File: config.mk
export PLATFORM = sky130hd
export DESIGN_NAME = dsp_mul_share_arbiter
export DESIGN_NICKNAME = d
export VERILOG_FILES = /design/src/rtl/dsp_mul_share_arbiter.sv
export SDC_FILE = /design/constraint.sdc
export NUM_CORES = 1
export LEC_CHECK = 0
export ABC_AREA = 1
export CORE_AREA = 2 2 93 95
export CTS_CLUSTER_DIAMETER = 40
export CTS_CLUSTER_SIZE = 8
export DETAILED_ROUTE_END_ITERATION = 10
export DIE_AREA = 0 0 95 97
export PLACE_DENSITY = 0.87
export SETUP_SLACK_MARGIN = 0.2
export SKIP_LAST_GASP = 1
export SLEW_MARGIN = 15
export SYNTH_ARGS = -nofsm -noshare
export SYNTH_HDL_FRONTEND = slang
export SYNTH_SLANG_ARGS = --single-unit
export TNS_END_PERCENT = 10
File: constraint.sdc
create_clock -name clk -period 4.87 [get_ports clk]
set_input_delay 0.974 -clock clk [delete_from_list [all_inputs] [get_ports clk]]
set_output_delay 0.974 -clock clk [all_outputs]
set_load 0.05 [all_outputs]
File: src/rtl/dsp_mul_share_arbiter.sv
// -----------------------------------------------------------------------------
// dsp_mul_share_arbiter
//
// Shares one external pipelined DSP multiplier among NUM_REQ requesters.
// A round-robin arbiter issues at most one operand pair per cycle. The winning
// requester's operands are muxed onto dsp_a/dsp_b. A tag pipeline of
// {valid, id} runs in lockstep with the DSP registers, so every product that
// leaves the DSP carries the index of its owner. Results leave on one
// valid/ready channel. Backpressure freezes the DSP and the tag pipeline
// through dsp_ce.
//
// Optional feature: define DSP_ARB_PRIORITY_EN to make requester 0
// strict-priority. Requesters 1..NUM_REQ-1 then round-robin among themselves.
//
// Ports:
//   clk        rising-edge clock
//   rst_n      synchronous active-low reset
//   req_valid  per-requester operand valid            [NUM_REQ]
//   req_ready  one-hot grant                          [NUM_REQ]
//   req_a      packed operand A, lane k at [k*DATA_W +: DATA_W]
//   req_b      packed operand B, same packing
//   dsp_a      operand A to the DSP                   [DATA_W]
//   dsp_b      operand B to the DSP                   [DATA_W]
//   dsp_ce     clock enable for every DSP register
//   dsp_p      DSP product                            [2*DATA_W]
//   res_valid  result valid
//   res_ready  result consumer ready
//   res_p      result product (wired from dsp_p)      [2*DATA_W]
//   res_id     owner of res_p                         [ID_W]
//   inflight   number of valid tags in the pipeline   [3]
// -----------------------------------------------------------------------------
module dsp_mul_share_arbiter #(
    parameter int NUM_REQ        = 4,
    parameter int DATA_W         = 16,
    parameter int PIPELINE_DEPTH = 2,
    parameter int ID_W           = 2
) (
    input  logic                        clk,
    input  logic                        rst_n,
    input  logic [NUM_REQ-1:0]          req_valid,
    output logic [NUM_REQ-1:0]          req_ready,
    input  logic [NUM_REQ*DATA_W-1:0]   req_a,
    input  logic [NUM_REQ*DATA_W-1:0]   req_b,
    output logic [DATA_W-1:0]           dsp_a,
    output logic [DATA_W-1:0]           dsp_b,
    output logic                        dsp_ce,
    input  logic [2*DATA_W-1:0]         dsp_p,
    output logic                        res_valid,
    input  logic                        res_ready,
    output logic [2*DATA_W-1:0]         res_p,
    output logic [ID_W-1:0]             res_id,
    output logic [2:0]                  inflight
);

`ifdef DSP_ARB_PRIORITY_EN
    localparam bit PRIO_EN = 1'b1;
`else
    localparam bit PRIO_EN = 1'b0;
`endif

    // Requester 0 is taken out of the round-robin scan when it has strict priority.
    localparam logic [NUM_REQ-1:0] PRIO_MASK = PRIO_EN ? NUM_REQ'(1) : '0;

    logic                 live_q;        // low during reset and the cycle after it
    logic [ID_W-1:0]      rr_ptr;
    logic [ID_W-1:0]      rr_next;
    logic                 grant_allowed;
    logic                 grant_valid;
    logic [ID_W-1:0]      grant_id;
    logic [NUM_REQ-1:0]   rr_cand;
    logic [NUM_REQ-1:0]   rot_valid;
    int                   scan_sum;

    // NOTE: sequential state is written with non-blocking assignments only, so
    // every flop samples the values that were present before the clock edge.
    always_ff @(posedge clk) begin
        if (!rst_n) begin
            live_q <= 1'b0;
        end else begin
            live_q <= 1'b1;
        end
    end

    // ------------------------------------------------------------------
    // Round-robin arbiter
    // ------------------------------------------------------------------
    // The candidate vector is rotated so that bit 0 corresponds to rr_ptr.
    // The first set bit then gives the winner's distance from rr_ptr.
    assign rr_cand   = req_valid & ~PRIO_MASK;
    assign rot_valid = NUM_REQ'({rr_cand, rr_cand} >> rr_ptr);

    // NOTE: every signal driven here gets a default first, so no latch is
    // inferred on paths that skip an assignment.
    always_comb begin
        grant_valid = 1'b0;
        grant_id    = '0;
        scan_sum    = 0;
        if (grant_allowed) begin
            if (PRIO_EN && req_valid[0]) begin
                grant_valid = 1'b1;
            end
            for (int i = 0; i < NUM_REQ; i++) begin
                if (!grant_valid && rot_valid[i]) begin
                    grant_valid = 1'b1;
                    scan_sum    = int'(rr_ptr) + i;
                    if (scan_sum >= NUM_REQ) begin
                        scan_sum = scan_sum - NUM_REQ;
                    end
                    grant_id = ID_W'(scan_sum);
                end
            end
        end
    end

    // One-hot grant and operand mux. Both depend only on the grant, never on
    // the operand values.
    always_comb begin
        req_ready = '0;
        dsp_a     = '0;
        dsp_b     = '0;
        for (int k = 0; k < NUM_REQ; k++) begin
            if (grant_valid && grant_id == ID_W'(k)) begin
                req_ready[k] = 1'b1;
                dsp_a        = req_a[k*DATA_W +: DATA_W];
                dsp_b        = req_b[k*DATA_W +: DATA_W];
            end
        end
    end

    assign rr_next = (int'(grant_id) == NUM_REQ - 1) ? '0 : grant_id + 1'b1;

    // A grant only happens when the pipeline can move, so a grant alone
    // qualifies the pointer update. Priority grants leave the pointer alone.
    always_ff @(posedge clk) begin
        if (!rst_n) begin
            rr_ptr <= '0;
        end else if (grant_valid && !(PRIO_EN && grant_id == '0)) begin
            rr_ptr <= rr_next;
        end
    end

    assign res_p = dsp_p;

    // ------------------------------------------------------------------
    // Tag pipeline / stall control
    // ------------------------------------------------------------------
    generate
        if (PIPELINE_DEPTH == 0) begin : g_comb
            // A combinational DSP never stalls. The consumer must be ready
            // in the very cycle an operand pair is accepted.
            assign dsp_ce        = 1'b1;
            assign grant_allowed = rst_n && live_q && res_ready;
            assign res_valid     = grant_valid;
            assign res_id        = grant_id;
            assign inflight      = 3'd0;
        end else begin : g_pipe
            logic [PIPELINE_DEPTH-1:0] tag_valid;
            logic [ID_W-1:0]           tag_id [PIPELINE_DEPTH];
            logic [2:0]                valid_count;

            // Gating with rst_n forces res_valid low while reset is applied,
            // before the tag valids have been cleared.
            assign res_valid     = tag_valid[PIPELINE_DEPTH-1] && rst_n;
            assign res_id        = tag_id[PIPELINE_DEPTH-1];
            assign dsp_ce        = !res_valid || res_ready;
            assign grant_allowed = rst_n && live_q && dsp_ce;

            always_ff @(posedge clk) begin
                if (!rst_n) begin
                    tag_valid <= '0;
                end else if (dsp_ce) begin
                    tag_valid[0] <= grant_valid;
                    for (int n = 1; n < PIPELINE_DEPTH; n++) begin
                        tag_valid[n] <= tag_valid[n-1];
                    end
                end
            end

            // NOTE: the id stages carry no reset. Each id is only looked at
            // while its valid bit is set, and only the valid bits are cleared.
            always_ff @(posedge clk) begin
                if (dsp_ce) begin
                    tag_id[0] <= grant_id;
                    for (int n = 1; n < PIPELINE_DEPTH; n++) begin
                        tag_id[n] <= tag_id[n-1];
                    end
                end
            end

            always_comb begin
                valid_count = '0;
                for (int n = 0; n < PIPELINE_DEPTH; n++) begin
                    valid_count = valid_count + 3'(tag_valid[n]);
                end
            end

            assign inflight = valid_count;
        end
    endgenerate

endmodule

==> results of run 1 <==
==> through the flow <==
stage	total power (µW)	util, %	worst slack [ns]	cells	hold WS, ns
after floorplan	461.0	-	0.5787	554	0.4003
after global placement	659.1	58.54	0.3766	770	0.4022
after detailed placement	671.3	58.54	0.2428	770	0.4065
after CTS	763.5	59.13	0.2849	774	0.4164
after global routing	841.4	61.54	0.1744	785	0.4378
final	800.5	61.54	0.3184	785	0.4235
==> layout make-up <==
type                    count  share of cell area, %
repair buffers            203                  48.21
clock buffers               4                 0.8998
multi-input cells         351                  35.34
well taps                 105                  2.624
flip-flops and latches      9                  4.399
inverters                 113                  8.523
==> synth_stat cells, drive strengths merged <==
cell    count  area share, %
nand2     156             21
nand4      97             22
inv        92             12
buf        61             15
nand3      42            7.7
nor2       42            5.8
clkinv     21            2.8
clkbuf     20            2.6
dfxtp       5            3.5
ha          5            2.2
edfxtp      4            4.2
o21ai       4           0.70
a21oi       2           0.48
a21boi      1           0.26
conb        1           0.13
xnor2       1           0.31
==> routing by layer <==
metal	global-route usage (%)	routed length (µm)	up-vias
li1	-	-	1978
met1	24.28	4153	1802
met2	40.04	5641	222
met3	3.660	889	33
met4	7.358	314	0
met5	0	0	-
==> power by group through the flow <==
stage	Combinational (µW)	Sequential (µW)	Clock [µW]
4_1_cts	581	92.4	89.7
6_report	618	92.8	89.3
3_3_place_gp	566	93.3	0
2_1_floorplan	371	89.8	0
3_5_place_dp	578	93.7	0
5_1_grt	654	93.7	94.1
==> registers in the layout, indices dropped and copies added (netlist names) <==
register and flops:
live_q 1, g_pipe.tag_id 4, g_pipe.tag_valid 2, rr_ptr 2
==> logic make-up after synthesis <==
kind of cell | count (synthesis) | share of synthesized area [%]
simple gates | 337 | 55.84
buf+inv | 194 | 32.40
flops | 9 | 7.696
compound gates | 7 | 1.443
fa+ha+maj | 5 | 2.186
xor+xnor | 1 | 0.3061
other cells | 1 | 0.1311
==> worst register-to-register path: cells and delay by family, from the launching register on <==
family	cells	cell delay (ns)
AO/OA/AOI/OAI	3	0.30
adder cells (fa/ha/maj)	1	0.31
buffers and inverters	3	0.26
flip-flops	1	0.54
AND/OR/NAND/NOR	9	0.91
==> worst max-delay path by stage <==
stage          slack, ns  cells past startpoint           end         start
5_1_grt             0.17                     18      dsp_a[2]  req_valid[3]
4_1_cts             0.28                     20      dsp_a[5]  req_valid[1]
3_5_place_dp        0.24                     20      dsp_a[5]  req_valid[1]
3_3_place_gp        0.38                     20      dsp_a[0]  req_valid[3]
6_report            0.32                     21     dsp_a[14]  req_valid[3]
2_1_floorplan       0.58                     13  req_ready[1]         rst_n
==> timing repair <==
item,CTS,global route
endpoints found under the setup margin,1,32
cloned,0,3
buffers inserted,0,8
pin swaps,0,13
gates resized for setup,1,21
==> flow_results.org, run 1 <==
** Outcome
- The run finished with clean final reports.

** Timing
- Worst-case clock skew :: roughly 0.0067 ns
- # setup viols final :: 0
- Final hold violations :: 0
- Post-route fraction of the period consumed by the critical path :: 93.46%
- Final-layout setup total negative slack :: 0 ns
- The worst path in the final design needs a cycle of between 4 and 5 ns, including I/O delays and setup.
- At the pin with the least slew margin, the transition time is 0.5035 ns.
- The final count of pins violating max slew came to 0.
- Derived from the worst setup path, the maximum achievable clock frequency is between 200 and 250 MHz.
- Worst slew margin relative to its limit :: 66.43%
- Setup repair after global routing left no endpoint under its margin.

** Clock network
- TritonCTS created 3 clock buffers.
- # hold bufs at CTS :: 0
- Clock-pin slew was measured on the worst setup and hold paths at 0.05 ns.
- The tree is rooted in a clkbuf_8.
- Maximum count of clock buffers along a single path :: 2
- Total clock sinks :: 9
- TritonCTS built the clock tree.
- CTS built an H-tree with a depth of 1.
- Clock latency on the worst-skew pair, taken at its later pin, is 0.24 ns.

** Job
- Max_cap viols :: 0

** Drt
- In the final routed layout, each cell accounts on average for about 14 µm.
- The first routing iteration left 115 violations.
- Wires add up to 11.00 mm.
- Pre-antenna DRT Iters :: 5
- Via total after detailed routing :: 4035
- Vias per inst :: 5.140
- # DRC :: 0
- Once detail routing completed, the nets flagged for antenna violations numbered 0.

** Min path
- Worst hold stages :: 0
- The min-delay analysis places its worst path in the category reg2reg.
- Hold EP :: g_pipe.tag_id[0][2]
- Worst hold path startpoint :: g_pipe.tag_id[0][0]

** Setup path
- CP Buf/Inv Count :: 6
- STA classifies the critical path startpoint as an input port.
- The critical path goes through clkdlybuf4s50_1 -> inv_1 -> nand2_1 -> nand3_2 -> nand2_2 -> inv_2 -> nand2_1 -> nor2_2 -> nand2_1 -> o21ai_1 -> nor2_1 -> nor2_2 -> inv_2 -> ha_4 -> buf_12 -> nor2_1 -> nand4_1 -> nand3_1 -> nand2_1 -> nand2_1 -> buf_12.
- Reg-to-reg endpoint :: rr_ptr[1]
- The number of cells on the worst reg-to-reg path is 16.
- For the worst setup path, the data required time is 3.90 ns.
- Critical Path Sink Type :: output pin
- Most frequent cell on the critical path :: nand2_1
- The largest single stage delay on the critical path is 0.44 ns.
- For this design, the slowest cell found on the critical path is clkdlybuf4s50_1.
- At the worst endpoint, the arrival time is between 3 and 4 ns.
- The cell family contributing the most delay on the critical path is simple AND/OR/NAND/NOR gates.
- By startpoint and endpoint, the worst setup path is classified as in2out.
- Maximum net fanout on the critical path :: 17
- Across all register-to-register paths, the minimum setup slack is 2.44 ns.
- The worst register-to-register path begins at rr_ptr[0].

** Final layout
- After filler insertion, the fill cell instance count of the layout stands at 718.
- Number of nets in the finished design :: 853
- Most frequent cells in the layout :: 145 x nand2_1, 137 x clkdlybuf4s50_1, 96 x nand4_1
- Summing all multi-input logic gate instances after layout gives around 1800 µm².
- Syn-to-layout area delta :: 74.95%
- Summed area of non-filler cells in the final layout :: about 5000 µm²
- Most common cell after layout, fill and taps aside :: nand2_1
- Registers take approximately 220 µm².
- The number of antenna diodes in the final layout is 0.
- Of the cells placed in the final design, the portion with a size suffix greater than 1 is approximately 15%.

** Synth
- Counting flops and latches in the post-synthesis netlist gives 9.
- Number of different library cells in the post-synthesis netlist :: 27
- Summing the sequential cell areas from Yosys gives 7.696% of the chip area.
- Total of warnings raised by yosys :: 0
- Post-Syn Area per Cell :: about 5.2 µm²
- Counting every net in the synthesized netlist gives 726.
- The cell count after synthesis came out at 554.
- The cell area that synthesis handed to floorplanning was 2861 µm².

** Power
- In this run switching power makes up 45.66% of total power.
- Clock Power Share :: 11.2%
- In this run the power density over the cells is around 160 nW/µm².
- Proportion of power drawn by flip-flops and latches :: a little under an eighth
- The analysis attributes to net switching a power of roughly 370 µW.
- VDD IR max :: 0.0001127 V
- Combinational logic burns 77.2% of the power.
- Static leakage :: approximately 0.0026 µW
- The internal portion of the total power is 435.0 µW.

** Placed design
- Once detailed placement completed, the half-perimeter wirelength came to roughly 8 mm.
- After detailed placement, the total cell area comes to 4762 µm².
- Number of buffer cells added on primary ports :: 176
- Routability-driven placement finished with a final weighted congestion of 0.8404.

** Floorplanning
- Placement row count :: 33
- The initial utilization of the core area, before any placement, comes to 35.18%.
- Die Area :: between 9000 and 10000 µm²
- Die width :: 95 µm
- The die is between 90 and 100 µm tall.
- CORE AREA :: between 8000 and 9000 µm²
- During I/O placement, the number of pins put on the boundary was 242.

** Global route
- The first global-routing pass estimated 16.46 mm of wire.
- Via count of the first global-routing pass :: around 3700
- Overall overflow remaining after global route :: 0
- Antenna violations before repair :: 0
- Global routing consumed, over all layers together, 21.60% of the routing resources.
- Pin count of the biggest net entering global routing :: 52
Note: power is estimated with default switching activity, not from simulation.
==> inputs of run 2 (changes only) <==
--- a/config.mk
+++ b/config.mk
@@ -6,12 +6,12 @@
 export NUM_CORES = 1
 export LEC_CHECK = 0
 export ABC_AREA = 1
-export CORE_AREA = 2 2 93 95
+export CORE_MARGIN = 1
+export CORE_UTILIZATION = 30
 export CTS_CLUSTER_DIAMETER = 40
 export CTS_CLUSTER_SIZE = 8
 export DETAILED_ROUTE_END_ITERATION = 10
-export DIE_AREA = 0 0 95 97
-export PLACE_DENSITY = 0.87
+export PLACE_DENSITY = 0.79
 export SETUP_SLACK_MARGIN = 0.2
 export SKIP_LAST_GASP = 1
 export SLEW_MARGIN = 15
==> constraint.sdc (replaced) <==
create_clock -name clk -period 4.04 [get_ports clk]
set_input_delay 0.808 -clock clk [delete_from_list [all_inputs] [get_ports clk]]
set_output_delay 0.808 -clock clk [all_outputs]
set_load 0.05 [all_outputs]
==> run 2 against run 1 <==
Effect of this change:
- cell count is 5.2% higher
- sequential power is 22% higher
- sequential share of layout area is 0.28 points lower
- non-clock buffer count is 17 higher
- utilization is 3.3 points lower
- cell area is 7.4% higher
- sequential cell count stayed put
- total power is 27% higher
- die area is 7.8% higher
- global-route usage is 0.61 points higher
- clock power is 15% higher
- largest power group unchanged
- highest routed layer unchanged
==> flow_results.org, run 2 (synthesized netlist as in run 1, its figures left out) <==
** Min path
- Worst hold stages :: 0
- In this run the most critical hold path is launched from g_pipe.tag_id[0][0].
- Hold EP :: g_pipe.tag_id[0][2]
- Worst hold path type :: reg2reg

** Final layout
- Fraction of layout cells with a size suffix above 1 :: 21.81%
- Most frequent cells in the layout :: 135 x clkdlybuf4s50_1, 127 x nand2_1, 96 x nand4_1
- Flip-flop count of the largest register after layout :: 4
- Relative to the synthesized area, the layout overhead comes to 87.98%.
- Most common cell after layout, fill and taps aside :: clkdlybuf4s50_1
- In the final design database the tool counted 870 nets.
- In the final layout, the multi-input gates occupy 1877 µm².
- Summing all flip-flop and latch instances after layout gives 221.5 µm².
- In the final layout, the registers with the most flip-flops are g_pipe.tag_id: 4 flops, g_pipe.tag_valid: 2 flops, rr_ptr: 2 flops.
- 0 antenna diodes ended up in the layout.
- The register with the most flip-flops in the final layout is g_pipe.tag_id.
- The layout has between 800 and 900 filler cells.

** Clock network
- Max H-tree Level :: 1
- Later-pin clock latency in the skew report :: approximately 0.23 ns
- The root buffer cell chosen for the clock tree is clkbuf_8.
- TritonCTS built the clock tree.
- Clock-pin slew was measured on the worst setup and hold paths at 0.05 ns.
- In this run, post-CTS hold repair placed 0 buffers.
- Total clock sinks :: 9
- The longest clock path from root to sink contains 2 buffers.
- Clock buffer count from CTS :: 3

** Drt
- The detailed router placed 4105 vias in this run.
- Dividing the detail-routed wire length by the instance count gives 14.11 µm.
- Highest routed layer :: met4
- The first routing iteration left 234 violations.
- After detailed routing, the wire length on met1 is ~4.6 mm.
- In the routed design, unresolved DRC markers number 0.
- Number of nets still failing antenna checks after routing :: 0
- Pre-antenna DRT Iters :: 5
- After detailed routing, the met2 layer carries 5.968 mm of wire.
- Dividing the detail-routed via count by the number of cells gives 4.970.
- After detailed routing, the total wire length is about 12 mm.
- Met3 layer wire length in the routed design :: 887 µm

** Floorplanning
- In this run the core area contains 35 standard-cell rows.
- For this configuration, the core starts out at a cell density of 30.97%.
- From left edge to right edge, the die measures between 90 and 100 µm.
- CORE AREA :: 9240 µm²
- Die Area :: between 9000 and 10000 µm²
- Ports :: 242
- Die Span Y :: between 90 and 100 µm

** Timing
- Unrepaired setup endpoints after global routing :: true
- Worst slew margin relative to its limit :: 66.39%
- The count of final hold-check violations is 0.
- On the final layout, the worst clock skew is between 0.004 and 0.005 ns.
- Subtracting the final worst setup slack from the clock period gives 3.755 ns.
- Transition at the pin with the smallest max-transition slack :: 0.5026 ns
- # setup viols final :: 0
- Least setup slack across all paths after layout :: 0.2850 ns
- Max-slew violation total from the final report :: 0
- The final critical path takes up 92.95% of the cycle.
- Maximum clock frequency :: around 270 MHz

** Global route
- Global-route total usage across every layer :: 22.21%
- Global-route wire length before repair :: between 15 and 20 mm
- Antenna violations before repair :: 0
- Overall overflow remaining after global route :: 0
- Entering global routing, the biggest net connects 99 pins.
- The via count of the first global-routing pass was 3782.

** Placed design
- The HPWL after detailed placement is 8.305 mm.
- Number of buffer cells added on primary ports :: ~180
- Routability-driven placement congestion ratio :: between 0.9 and 1
- Before CTS, the worst setup slack after placement is -0.2220 ns.

** Setup path
- Maximum cell stage delay along the critical path :: 0.47 ns
- Startpoint type of the worst setup path :: input port
- In this run the critical register-to-register path is captured at rr_ptr[1].
- The worst setup path is captured at an output pin.
- Traced cell by cell, the critical path runs through clkdlybuf4s50_1 -> nor2_2 -> nor2_4 -> o21ai_1 -> nor2_1 -> buf_4 -> inv_4 -> ha_4 -> buf_12 -> buf_16 -> nor2_4 -> nand4_1 -> nand3_1 -> nand2_1 -> nand2_2 -> buf_12.
- CP required :: 3.23 ns
- Startpoint of the worst-slack reg-to-reg timing path :: rr_ptr[0]
- Data on the critical path arrives at its endpoint at 2.95 ns.
- Cell with the largest stage delay on the worst path :: clkdlybuf4s50_1
- The setup check on the worst reg-to-reg path leaves a slack of 1.87 ns.
- Of all nets on the critical path, the largest fanout is 8.
- The setup path with the least slack is of type in2out.
- Top delay family on crit path :: buffers and inverters
- Together, buffers and inverters on the worst path number 6.
- The worst register-to-register path has a depth of 15.

** Job
- Max_cap viols :: 0

** Power
- Power density over cell area :: about 190 nW/µm²
- Overall Power :: 1016 µW
- Static leakage :: between 0.002 and 0.003 µW
- IR analysis of the VDD net gives a maximum drop of 0.0001218 V.

** Outcome
- Run status :: finished, final reports clean
run 2: repair_timing:
item                                    4_1_cts  5_1_grt
pin swaps                                    19       20
buffers inserted                              7        3
endpoints found under the hold margin         0        0
gates resized for setup                      58       28
cloned                                        4        0
endpoints found under the setup margin       36       33
run 2: area by class of cell:
cell class	count	share of cell area (%)
sequential	9	4.117
timing repair buffer	220	49.17
clock buffer	4	0.8374
multi-input combinational	351	34.89
inverter	113	7.979
tap	129	3.001
run 2: routing by layer:
| metal | GRT usage (%) | up-vias |
|---|---|---|
| li1 | - | 2010 |
| met1 | 26.29 | 1860 |
| met2 | 40.74 | 217 |
| met3 | 4.146 | 18 |
| met4 | 5.769 | 0 |
| met5 | 0 | - |
run 2: how the worst max path moves through the flow:
stage	startpoint	endpoint	slack, ns	cells past startpoint
global placement	req_valid[3]	dsp_a[1]	-0.09	21
global route	req_valid[2]	dsp_b[7]	0.14	23
floorplan	rst_n	dsp_b[3]	0.12	16
detailed placement	req_valid[3]	dsp_a[5]	-0.22	21
CTS	rst_n	dsp_b[1]	0.19	11
finish	res_ready	dsp_b[7]	0.28	16
run 2: power by group:
group	switching, µW	internal (µW)
clock network	34.4	68.7
registers	7.92	105
logic	410	390
total	453	564
run 2: through the flow:
step	instances	setup TNS [ns]	hold WS, ns	utilization [%]	area [µm²]
floorplan	554	0	0.4003	-	2867
global placement	808	-1.507	0.4093	53.32	4927
detailed placement	808	-4.599	0.4098	53.32	4927
CTS	823	0	0.4233	56.94	5261
global route	826	0	0.4480	58.21	5379
finish	826	0	0.4291	58.21	5379
==> inputs of run 3 (changes only) <==
--- a/config.mk
+++ b/config.mk
@@ -6,12 +6,13 @@
 export NUM_CORES = 1
 export LEC_CHECK = 0
 export ABC_AREA = 1
-export CORE_MARGIN = 1
-export CORE_UTILIZATION = 30
+export CORE_AREA = 2 2 94 96
 export CTS_CLUSTER_DIAMETER = 40
 export CTS_CLUSTER_SIZE = 8
 export DETAILED_ROUTE_END_ITERATION = 10
-export PLACE_DENSITY = 0.79
+export DIE_AREA = 0 0 96 98
+export DONT_BUFFER_PORTS = 1
+export PLACE_DENSITY = 0.56
 export SETUP_SLACK_MARGIN = 0.2
 export SKIP_LAST_GASP = 1
 export SLEW_MARGIN = 15
==> run 3 against run 2 <==
Effect of this change:
- hold slack worse by 0.0055 ns
- cell count down 23%
- sequential power up 8%
- setup slack better by 0.014 ns
- highest routed layer unchanged
- sequential share of layout area up 2.0 points
- cell area down 33%
- combinational power down 26%
- total power down 20%
- global-route usage down 4.2 points
- maximum frequency up 0.38%
- die area down 5.3%
==> flow_results.org, run 3 (synthesized netlist as in run 1, its figures left out) <==
** Floorplanning
- Die Span Y :: 98 µm
- The total area inside the core boundary comes to 8466 µm².
- The die covers 9408 µm².
- The floorplan step set the die width to 96 µm.
- During I/O placement, the number of pins put on the boundary was between 200 and 250.
- The initial utilization of the core area, before any placement, comes to 33.80%.
- Placement row count :: 34

** Min path
- The min-delay analysis places its worst path in the category reg2reg.
- The worst hold path was traced through 0 stages.
- The startpoint identified for the worst hold timing path is g_pipe.tag_id[0][0].
- The path with the worst hold slack has its endpoint at g_pipe.tag_id[0][2].

** Clock network
- The clock drives 9 sinks.
- Later-pin clock latency in the skew report :: 0.23 ns
- Clock-pin slew was measured on the worst setup and hold paths at 0.04 ns.
- TritonCTS built the clock tree.
- Clk root buf :: clkbuf_8
- In this run the number of H-tree levels came out at 1.
- In this run, CTS created clock tree buffers numbering 3.
- Maximum count of clock buffers along a single path :: 2
- Buffers inserted to repair hold after CTS numbered 0.

** Global route
- Met2 usage in global routing :: 33.87%
- Via count of the first global-routing pass :: between 3000 and 4000
- Met1 usage :: between 20% and 30%
- The first global-routing pass estimated 14.06 mm of wire.
- Met3 track utilization from global routing :: 1.852%
- Global-route total usage across every layer :: 18.05%
- For this run the aggregate overflow at the end of global routing stands at 0.
- Pin count of the biggest net entering global routing :: 99
- Grt peak-use layer :: met2
- Antenna violations before repair :: 0

** Setup path
- Data arrives at the worst endpoint at 2.93 ns.
- The worst register-to-register path has a depth of 16.
- Reg-to-reg endpoint :: rr_ptr[1]
- The setup path with the least slack is of type in2out.
- The startpoint identified for the worst register-to-register timing path is rr_ptr[0].
- CP required :: 3.23 ns
- The worst setup path is captured at an output pin.
- For flop-to-flop paths, the worst setup slack is 1.79 ns.
- STA classifies the critical path startpoint as an input port.
- Maximum net fanout on the critical path :: 8

** Placed design
- During placement, the flow inserted port buffers numbering 0.
- At the end of routability-driven placement, the weighted congestion stood at 0.8255.
- The HPWL after detailed placement is 6.759 mm.

** Final layout
- The filler cells instantiated in the layout total between 800 and 900.
- Number of nets in the finished design :: 704
- Most frequent cells in the layout :: 135 x nand2_1, 96 x nand4_1, 78 x inv_1
- Fraction of layout cells with a size suffix above 1 :: between 20% and 30%
- Most common cell after layout, fill and taps aside :: nand2_1
- Syn-to-layout area delta :: 26.28%
- The register with the most flip-flops in the layout has 4 of them.
- 0 antenna diodes ended up in the layout.
- Registers with the highest flip-flop counts :: g_pipe.tag_id: 4 flops, g_pipe.tag_valid: 2 flops, rr_ptr: 2 flops
- Largest register by flop count :: g_pipe.tag_id

** Timing
- The worst path needs 3.741 ns of the cycle, external delays included.
- # setup viols final :: 0
- The final count of pins violating max slew was 0.
- The clock arrives with 0.001250 ns of skew.
- Across all hold checks on the routed design, the worst slack comes to about 0.42 ns.
- Timing would allow up to 267.3 MHz.
- Final-layout setup total negative slack :: 0 ns
- Worst slew margin relative to its limit :: between 50% and 60%
- The final critical path takes up 92.59% of the cycle.
- At the pin with the least slew margin, the transition time is approximately 0.62 ns.
- Setup repair after global routing could not meet its margin everywhere.
- The count of final hold-check violations was 0.

** Drt
- Routed wire per std cell :: approximately 15 µm
- Number of nets still failing antenna checks after routing :: 0
- For this block, the routed nets add up to 9.665 mm of wire.
- In this run, the number of DRC markers left after iteration 0 of detailed routing was ~140.
- The pre-antenna-repair detailed-routing pass consisted of 4 iterations.
- In the routed design, unresolved DRC markers number 0.
- Via total after detailed routing :: 3399
- In the routed layout, each cell is associated on average with a via count of 5.319.

** Power
- Static leakage :: 0.001996 µW
- VDD IR max :: 0.00009965 V
- Power density over cell area :: ~230 nW/µm²

** Outcome
- The flow ran to the end, and the final reports show no timing, DRC or antenna violations.

** Job
- Max_cap viols :: 0
run 3: cell count changes in the layout (fill, tap and decap cells not counted), moves of 2 or more:
cell | previous run | this run
buf_12 | 42 | 38
buf_16 | 4 | 0
buf_4 | 27 | 10
buf_6 | 10 | 2
clkbuf_16 | 0 | 4
clkdlybuf4s50_1 | 135 | 0
inv_1 | 76 | 78
nand2_1 | 127 | 135
nand2_2 | 28 | 21
nand3_2 | 4 | 6
nor2_4 | 5 | 3
run 3: worst max path at each step:
| stage | slack [ns] | to | from |
|---|---|---|---|
| after floorplan | 0.12 | dsp_b[3] | rst_n |
| after global placement | 0.31 | dsp_a[5] | req_valid[3] |
| after detailed placement | 0.21 | dsp_a[5] | req_valid[3] |
| after CTS | 0.21 | dsp_a[5] | req_valid[3] |
| after global routing | 0.16 | dsp_b[5] | req_valid[2] |
| final | 0.30 | dsp_a[10] | req_valid[0] |
run 3: final cells by class:
cell class              count  area (µm²)  area share, %
well taps                 108       135.1          3.740
repair buffers             54       958.4          26.52
clock buffers               4       45.04          1.247
multi-input cells         351        1827          50.55
flip-flops and latches      9       221.5          6.129
inverters                 113       426.7          11.81
run 3: timing repair:
item                       in CTS  in global routing
buffers inserted                0                  3
hold endpoints to repair        0                  0
gates cloned                    0                  4
pin swaps                       0                 19
resized for setup               1                 36
setup endpoints to repair      13                 33
run 3: layer usage:
| metal | part of all wire [%] | routed length, µm |
|---|---|---|
| met5 | 0 | 0 |
| met3 | 7.1 | 686 |
| met2 | 52 | 5052 |
| met4 | 1.5 | 144 |
| met1 | 39 | 3781 |
run 3: per-stage QoR:
step	cells	util (%)	total power, µW	area [µm²]	setup WS (ns)
after floorplan	554	-	556.4	2867	0.1203
after global placement	628	39.21	655.2	3319	0.3052
after detailed placement	628	39.21	663.9	3319	0.2123
after CTS	632	39.76	768.4	3366	0.2083
after global routing	639	42.68	866.6	3613	0.1648
final	639	42.68	816.7	3613	0.2993
run 3: critical path, cell delays in order:
cell	delay [ns]
nand2_2	0.06
nand2_2	0.06
nand2_2	0.06
nand2_2	0.07
inv_2	0.10
nand2_2	0.07
nor2_4	0.12
nand2_1	0.08
o21ai_1	0.09
nor2_1	0.07
nor2_2	0.20
inv_2	0.08
ha_4	0.23
clkbuf_16	0.18
nor2_1	0.13
nand4_1	0.11
nand3_1	0.10
nand2_1	0.07
nand2_2	0.08
buf_12	0.14
run 3: power by group:
part | internal, µW | switching (µW) | leakage [µW] | total (µW)
Clock | 68.5 | 33.0 | 0.0000228 | 102
Combinational | 233 | 360 | 0.00188 | 593
Sequential | 105 | 16.8 | 0.0000895 | 122
Total | 407 | 410 | 0.00200 | 817
